**config.mk**
```make
export PLATFORM = sky130hd
export DESIGN_NAME = pipe_ctrl_flat
export DESIGN_NICKNAME = d
export VERILOG_FILES = /design/src/rtl/pipe_ctrl_if.sv /design/src/rtl/pipe_ctrl.sv /design/src/flat_wrapper.sv
export SDC_FILE = /design/constraint.sdc
export NUM_CORES = 1
export LEC_CHECK = 0
export ABC_CLOCK_PERIOD_IN_PS = 2000
export CAP_MARGIN = 20
export CORE_ASPECT_RATIO = 0.7
export CORE_MARGIN = 1
export CORE_UTILIZATION = 34
export CTS_CLUSTER_DIAMETER = 150
export CTS_CLUSTER_SIZE = 30
export DETAILED_ROUTE_END_ITERATION = 10
export MAX_ROUTING_LAYER = met4
export PLACE_DENSITY = 0.83
export RECOVER_POWER = 25
export SLEW_MARGIN = 20
export SYNTH_ARGS = -nofsm -noshare
export SYNTH_HDL_FRONTEND = slang
export SYNTH_SLANG_ARGS = --single-unit
```
**constraint.sdc**
```tcl
create_clock -name clk -period 2 [get_ports clk]
set_clock_uncertainty 0.2 [all_clocks]
set_input_delay 0.2 -clock clk [delete_from_list [all_inputs] [get_ports clk]]
set_output_delay 0.2 -clock clk [all_outputs]
set_load 0.03 [all_outputs]
```
**src/rtl/pipe_ctrl_if.sv**
```systemverilog
// Handshake/control bundle between the MIPS32 datapath and the hazard/stall controller.
// Carries hazard-detection inputs (ID/EX/EX-MEM fields, data-memory ready, branch)
// and the per-register enable/flush outputs plus data-memory request/error and perf count.
interface pipe_ctrl_if;
    logic [4:0]  i_id_rs;
    logic [4:0]  i_id_rt;
    logic        i_id_uses_rt;
    logic [4:0]  i_ex_rd;
    logic        i_ex_GPRWR;
    logic        i_ex_MTR;
    logic        i_mem_DMWR;
    logic        i_mem_MTR;
    logic        i_dm_ready;
    logic        i_br_taken;
    logic        o_pc_en;
    logic        o_ifid_en;
    logic        o_ifid_flush;
    logic        o_idex_flush;
    logic        o_exmem_en;
    logic        o_memwb_flush;
    logic        o_dm_req;
    logic        o_dm_err;
    logic [31:0] o_stall_cycles;

    // Datapath side: drives hazard inputs, consumes enables/flushes.
    modport master (
        output i_id_rs, i_id_rt, i_id_uses_rt, i_ex_rd, i_ex_GPRWR, i_ex_MTR,
               i_mem_DMWR, i_mem_MTR, i_dm_ready, i_br_taken,
        input  o_pc_en, o_ifid_en, o_ifid_flush, o_idex_flush, o_exmem_en,
               o_memwb_flush, o_dm_req, o_dm_err, o_stall_cycles
    );

    // Controller side.
    modport slave (
        input  i_id_rs, i_id_rt, i_id_uses_rt, i_ex_rd, i_ex_GPRWR, i_ex_MTR,
               i_mem_DMWR, i_mem_MTR, i_dm_ready, i_br_taken,
        output o_pc_en, o_ifid_en, o_ifid_flush, o_idex_flush, o_exmem_en,
               o_memwb_flush, o_dm_req, o_dm_err, o_stall_cycles
    );
endinterface

```
**src/rtl/pipe_ctrl.sv**
```systemverilog
// Hazard/stall controller for the 5-stage MIPS32 pipeline: load-use bubbles, branch flushes,
// and pipeline freeze while an EX/MEM data-memory access waits for ready (with optional timeout).
// Ports: clk, rst (sync, active-high), bus (pipe_ctrl_if.slave). Outputs are combinational;
// only the FSM state, wait counter and optional stall counter are registered.
// Optional feature: define PIPE_PERF_EN to build the saturating stall-cycle counter.
module pipe_ctrl #(
    parameter int DM_TIMEOUT = 15,
    parameter int CNT_W      = 8
) (
    input  logic         clk,
    input  logic         rst,
    pipe_ctrl_if.slave   bus
);

    typedef enum logic {S_RUN, S_WAIT} state_t;

    localparam logic             TO_EN   = (DM_TIMEOUT != 0);
    localparam logic [CNT_W-1:0] TO_LAST = CNT_W'(DM_TIMEOUT - 1);

    state_t           state, state_nxt;
    logic [CNT_W-1:0] wait_cnt, wait_cnt_nxt;

    logic access, timeout_hit, memstall, loaduse;
    logic pc_en, ifid_en, ifid_flush, idex_flush, exmem_en, memwb_flush, dm_req, dm_err;

    // Hazard detection.
    always_comb begin
        access      = bus.i_mem_DMWR | bus.i_mem_MTR;
        timeout_hit = (state == S_WAIT) && TO_EN && (wait_cnt == TO_LAST);
        memstall    = access & ~bus.i_dm_ready & ~timeout_hit;
        loaduse     = bus.i_ex_MTR & bus.i_ex_GPRWR & (bus.i_ex_rd != 5'd0) &
                      ((bus.i_ex_rd == bus.i_id_rs) |
                       (bus.i_id_uses_rt & (bus.i_ex_rd == bus.i_id_rt)));
    end

    // Next state: the FSM simply tracks whether this cycle stalled on memory; the
    // wait counter only runs across consecutive WAIT stall cycles.
    always_comb begin
        state_nxt    = memstall ? S_WAIT : S_RUN;
        wait_cnt_nxt = '0;
        if ((state == S_WAIT) && memstall) begin
            wait_cnt_nxt = wait_cnt + 1'b1;
        end
    end

    always_ff @(posedge clk) begin
        if (rst) begin
            state    <= S_RUN;
            wait_cnt <= '0;
        end else begin
            state    <= state_nxt;
            wait_cnt <= wait_cnt_nxt;
        end
    end

    // Control outputs, priority rst > memstall > branch > load-use.
    always_comb begin
        pc_en       = 1'b1;
        ifid_en     = 1'b1;
        ifid_flush  = 1'b0;
        idex_flush  = 1'b0;
        exmem_en    = 1'b1;
        memwb_flush = 1'b0;
        dm_req      = access;
        dm_err      = timeout_hit & access;
        if (rst) begin
            pc_en       = 1'b0;
            ifid_en     = 1'b0;
            ifid_flush  = 1'b1;
            idex_flush  = 1'b1;
            exmem_en    = 1'b0;
            memwb_flush = 1'b1;
            dm_req      = 1'b0;
            dm_err      = 1'b0;
        end else if (memstall) begin
            // ID/EX keeps its contents through its own hold path; only MEM/WB gets a bubble.
            pc_en       = 1'b0;
            ifid_en     = 1'b0;
            exmem_en    = 1'b0;
            memwb_flush = 1'b1;
        end else if (bus.i_br_taken) begin
            ifid_flush  = 1'b1;
            idex_flush  = 1'b1;
        end else if (loaduse) begin
            pc_en       = 1'b0;
            ifid_en     = 1'b0;
            idex_flush  = 1'b1;
        end
    end

    assign bus.o_pc_en       = pc_en;
    assign bus.o_ifid_en     = ifid_en;
    assign bus.o_ifid_flush  = ifid_flush;
    assign bus.o_idex_flush  = idex_flush;
    assign bus.o_exmem_en    = exmem_en;
    assign bus.o_memwb_flush = memwb_flush;
    assign bus.o_dm_req      = dm_req;
    assign bus.o_dm_err      = dm_err;

`ifdef PIPE_PERF_EN
    logic [31:0] stall_cnt;

    always_ff @(posedge clk) begin
        if (rst) begin
            stall_cnt <= '0;
        end else if (!pc_en && (stall_cnt != 32'hFFFF_FFFF)) begin
            stall_cnt <= stall_cnt + 32'd1;
        end
    end

    assign bus.o_stall_cycles = stall_cnt;
`else
    assign bus.o_stall_cycles = 32'd0;
`endif

endmodule

```
**src/flat_wrapper.sv**
```systemverilog
// flat-port wrapper written by rule: the top's interface ports become plain ports
module pipe_ctrl_flat 
#(
    parameter int DM_TIMEOUT = 15,
    parameter int CNT_W      = 8
)
  (clk, rst, bus_i_id_rs, bus_i_id_rt, bus_i_id_uses_rt, bus_i_ex_rd, bus_i_ex_GPRWR, bus_i_ex_MTR, bus_i_mem_DMWR, bus_i_mem_MTR, bus_i_dm_ready, bus_i_br_taken, bus_o_pc_en, bus_o_ifid_en, bus_o_ifid_flush, bus_o_idex_flush, bus_o_exmem_en, bus_o_memwb_flush, bus_o_dm_req, bus_o_dm_err, bus_o_stall_cycles);
  pipe_ctrl_if bus_i ();
  input  logic clk;
  input  logic rst;
  input wire logic [$bits(bus_i.i_id_rs)-1:0] bus_i_id_rs;
  input wire logic [$bits(bus_i.i_id_rt)-1:0] bus_i_id_rt;
  input wire logic [$bits(bus_i.i_id_uses_rt)-1:0] bus_i_id_uses_rt;
  input wire logic [$bits(bus_i.i_ex_rd)-1:0] bus_i_ex_rd;
  input wire logic [$bits(bus_i.i_ex_GPRWR)-1:0] bus_i_ex_GPRWR;
  input wire logic [$bits(bus_i.i_ex_MTR)-1:0] bus_i_ex_MTR;
  input wire logic [$bits(bus_i.i_mem_DMWR)-1:0] bus_i_mem_DMWR;
  input wire logic [$bits(bus_i.i_mem_MTR)-1:0] bus_i_mem_MTR;
  input wire logic [$bits(bus_i.i_dm_ready)-1:0] bus_i_dm_ready;
  input wire logic [$bits(bus_i.i_br_taken)-1:0] bus_i_br_taken;
  output wire logic [$bits(bus_i.o_pc_en)-1:0] bus_o_pc_en;
  output wire logic [$bits(bus_i.o_ifid_en)-1:0] bus_o_ifid_en;
  output wire logic [$bits(bus_i.o_ifid_flush)-1:0] bus_o_ifid_flush;
  output wire logic [$bits(bus_i.o_idex_flush)-1:0] bus_o_idex_flush;
  output wire logic [$bits(bus_i.o_exmem_en)-1:0] bus_o_exmem_en;
  output wire logic [$bits(bus_i.o_memwb_flush)-1:0] bus_o_memwb_flush;
  output wire logic [$bits(bus_i.o_dm_req)-1:0] bus_o_dm_req;
  output wire logic [$bits(bus_i.o_dm_err)-1:0] bus_o_dm_err;
  output wire logic [$bits(bus_i.o_stall_cycles)-1:0] bus_o_stall_cycles;
  assign bus_i.i_id_rs = bus_i_id_rs;
  assign bus_i.i_id_rt = bus_i_id_rt;
  assign bus_i.i_id_uses_rt = bus_i_id_uses_rt;
  assign bus_i.i_ex_rd = bus_i_ex_rd;
  assign bus_i.i_ex_GPRWR = bus_i_ex_GPRWR;
  assign bus_i.i_ex_MTR = bus_i_ex_MTR;
  assign bus_i.i_mem_DMWR = bus_i_mem_DMWR;
  assign bus_i.i_mem_MTR = bus_i_mem_MTR;
  assign bus_i.i_dm_ready = bus_i_dm_ready;
  assign bus_i.i_br_taken = bus_i_br_taken;
  assign bus_o_pc_en = bus_i.o_pc_en;
  assign bus_o_ifid_en = bus_i.o_ifid_en;
  assign bus_o_ifid_flush = bus_i.o_ifid_flush;
  assign bus_o_idex_flush = bus_i.o_idex_flush;
  assign bus_o_exmem_en = bus_i.o_exmem_en;
  assign bus_o_memwb_flush = bus_i.o_memwb_flush;
  assign bus_o_dm_req = bus_i.o_dm_req;
  assign bus_o_dm_err = bus_i.o_dm_err;
  assign bus_o_stall_cycles = bus_i.o_stall_cycles;
  pipe_ctrl #(.DM_TIMEOUT(DM_TIMEOUT), .CNT_W(CNT_W)) u_core (.clk(clk), .rst(rst), .bus(bus_i));
endmodule
```
==> reports/metrics.csv <==
metric,value,unit
outcome,"finished, violations left",
violations,setup timing,
stdcell_count,189,
fin_area,0.00132,mm2
synth_area_leaders,"buf_4 29%, dfxtp_1 21%, xor2_1 11%, nor2_1 7.0%, xnor2_1 5.1%",
antenna_left,0,
io_pins,64,
critical-path-top-delay-family,buffers and inverters,
grt_pass1_wl,3580,um
antenna_found_initial,0,
grt_overflow,0,
synth_top_cell_area_share,28.8,%
crit_fanout,3,
fill_cells,197,
cts_made_buffers,3,
post_drt_wl_per_cell,12.2,um
dp_hpwl,1890,um
initial_core_util,38.1,%
crit_path_end_kind,output port,
yosysTopAreaCell,buf_4,
peakVddDrop,273,uV
path_depth,9,
routed_wl,2310,um
slew_violations,0,
fin_ws,-0.299,ns
finalSetupViolations,6,
yosysSeqAreaShare,20.9,%
synth.most_common_cell,buf_4,
rr_endpoint,u_core.wait_cnt[2],
synth_cell_types,26,
die_width,62.1,um
post_synth_inst_count,102,
std_cell_rows,14,
drc,0,
via_per_inst,4.20,
core_region_area,0.00226,mm2
path_buf_inv,4,
tritoncts,yes,
finalCriticalPeriod,2.30,ns
grtUsageTotal,17.5,%
drive_gt1_share,31.2,%
reg2reg_from,u_core.wait_cnt[0],
h-tree-depth,1,
startpoint_type,register,
p_leak,0.000595,uW
rsz0062_at_grt,true,
synthFlopType,dfxtp_1,
synth.cell_area,861,um2
grt_max_degree,9,
die_y,44.1,um
grt_pass1_vias,768,
clk_pin_slew,0.06,ns
async_flop_share,0,%
cts_sinks,9,
max_cap_violations,0,
fmax,435,MHz
path_cells,inv_2 -> ha_4 -> nor4b_4 -> buf_4 -> a2111oi_4 -> buf_4 -> nand2b_4 -> o22ai_2 -> buf_6,
die-area,0.00274,mm2
ys_warn_count,0,
num_vias,794,
syn_to_final_growth,53.5,%
ys_seq_elements,9,
portBuffers,31,
place_inst,182,
powerDensity,434,mW/mm2
rrSetupSlack,0.15,ns
cts_root_buf,clkbuf_4,
synth_edf_count,0,
hold_viol,0,
crit_start,u_core.wait_cnt[0],
syn_avg_cell_area,8.44,um2
cpMaxStageDelayCell,dfxtp_2,
crit_path_frequent_cell,buf_4,
r2r_cells,9,
insertedDiodeCount,0,
cp-endpoint,bus_o_idex_flush,
firstDrtPassIters,4,
worstPathRequired,1.60,ns
gp_congestion,0.868,
clock_path_buffers,2,
ctsHoldBuffers,0,
drtIter0Drc,8,
dpl-instance-area,0.00122,mm2
fin_nets,184,
setup.worst_path.class,reg2out,
netlist_top_cells_count,"33 x buf_4, 16 x nor2_1, 11 x xor2_1, 9 x dfxtp_1, 5 x xnor2_1",
arrival,1.90,ns
worst_skew_pair.late_latency,0.26,ns
fin_crit_sh,115,%
hp-class,reg2reg,
slowest_delay,0.33,ns
[stage by stage]
stage                     power (uW)  setup TNS, ns  utilization (%)  hold WS, ns  setup slack [ns]
after global routing             603          -1.63             58.5        0.341            -0.367
after global placement           414          -1.04             53.9        0.305            -0.175
final                            574          -1.22             58.5        0.321            -0.299
after floorplan                  373       -0.00631                -       0.0850          -0.00631
after detailed placement         419          -1.16             53.9        0.322            -0.207
after CTS                        572          -1.26             58.0        0.324            -0.292
[where the power goes]
group | switching [uW] | total [uW] | internal, uW
registers | 0.954 | 182 | 181
clock network | 66.0 | 140 | 73.8
logic | 152 | 252 | 101
[per-layer routing]
layer,track usage [%],up-vias,routed length [um]
met5,-,-,0
met2,36.3,22,1320
li1,-,377,-
met1,17.8,395,923
met4,1.40,0,0
met3,3.87,0,67
[final cells by class]
| class | instances | area, um2 | share of cell area (%) |
|---|---|---|---|
| inverters | 2 | 7.51 | 0.568 |
| flip-flops and latches | 9 | 183 | 13.8 |
| clock buffers | 3 | 22.5 | 1.70 |
| clock inverters | 1 | 5.00 | 0.379 |
| multi-input cells | 89 | 582 | 44.0 |
| repair buffers | 53 | 482 | 36.5 |
| well taps | 32 | 40.0 | 3.03 |
[cell usage in the layout, fill, tap and decap left out, drive strengths merged, types with 2 or more instances in the layout]
master,synthesis,final
nor2,16,16
xnor2,5,5
conb,1,32
buf,33,29
xor2,11,11
ha,2,2
inv,2,2
clkdlybuf4s50,0,24
nand2,5,5
clkbuf,0,3
nand3,2,2
dfxtp,9,9
nor3,2,2
[worst min-delay path by stage]
| stage | startpoint | end | cells past startpoint |
|---|---|---|---|
| 2_1_floorplan | bus_i_dm_ready | u_core.state | 1 |
| 3_3_place_gp | u_core.wait_cnt[0] | u_core.wait_cnt[0] | 2 |
| 3_5_place_dp | u_core.wait_cnt[0] | u_core.wait_cnt[0] | 2 |
| 4_1_cts | u_core.wait_cnt[0] | u_core.wait_cnt[0] | 2 |
| 5_1_grt | u_core.wait_cnt[1] | u_core.wait_cnt[1] | 2 |
| 6_report | u_core.wait_cnt[0] | u_core.wait_cnt[0] | 2 |
[flip-flops by register name, indices dropped and copies added (netlist names)]
register         flops
u_core.state         1
u_core.wait_cnt      8
[worst register-to-register path: cells and delay by family (launching register included)]
kind            cells  cell delay, ns
buf+inv             4            0.49
simple gates        3            0.32
flops               1            0.33
fa+ha+maj           1            0.15
compound gates      1            0.31
[what timing repair did]
action,in CTS,in global routing
setup endpoints to repair,8,8
cloned,0,0
setup buffers,2,1
gates resized for setup,25,11
pin swaps,2,2
[cells by family after synthesis]
logic type                 Yosys count  synth area share (%)
buffers and inverters               35                  29.7
and+or+nand+nor                     32                  20.8
xor gates and xnor gates            16                  16.3
DFF                                  9                  20.9
AOI/OAI and AO/OA                    7                  9.01
adders and majority gates            2                  2.91
other                                1                 0.436
Note: power is estimated with default switching activity, not from simulation.
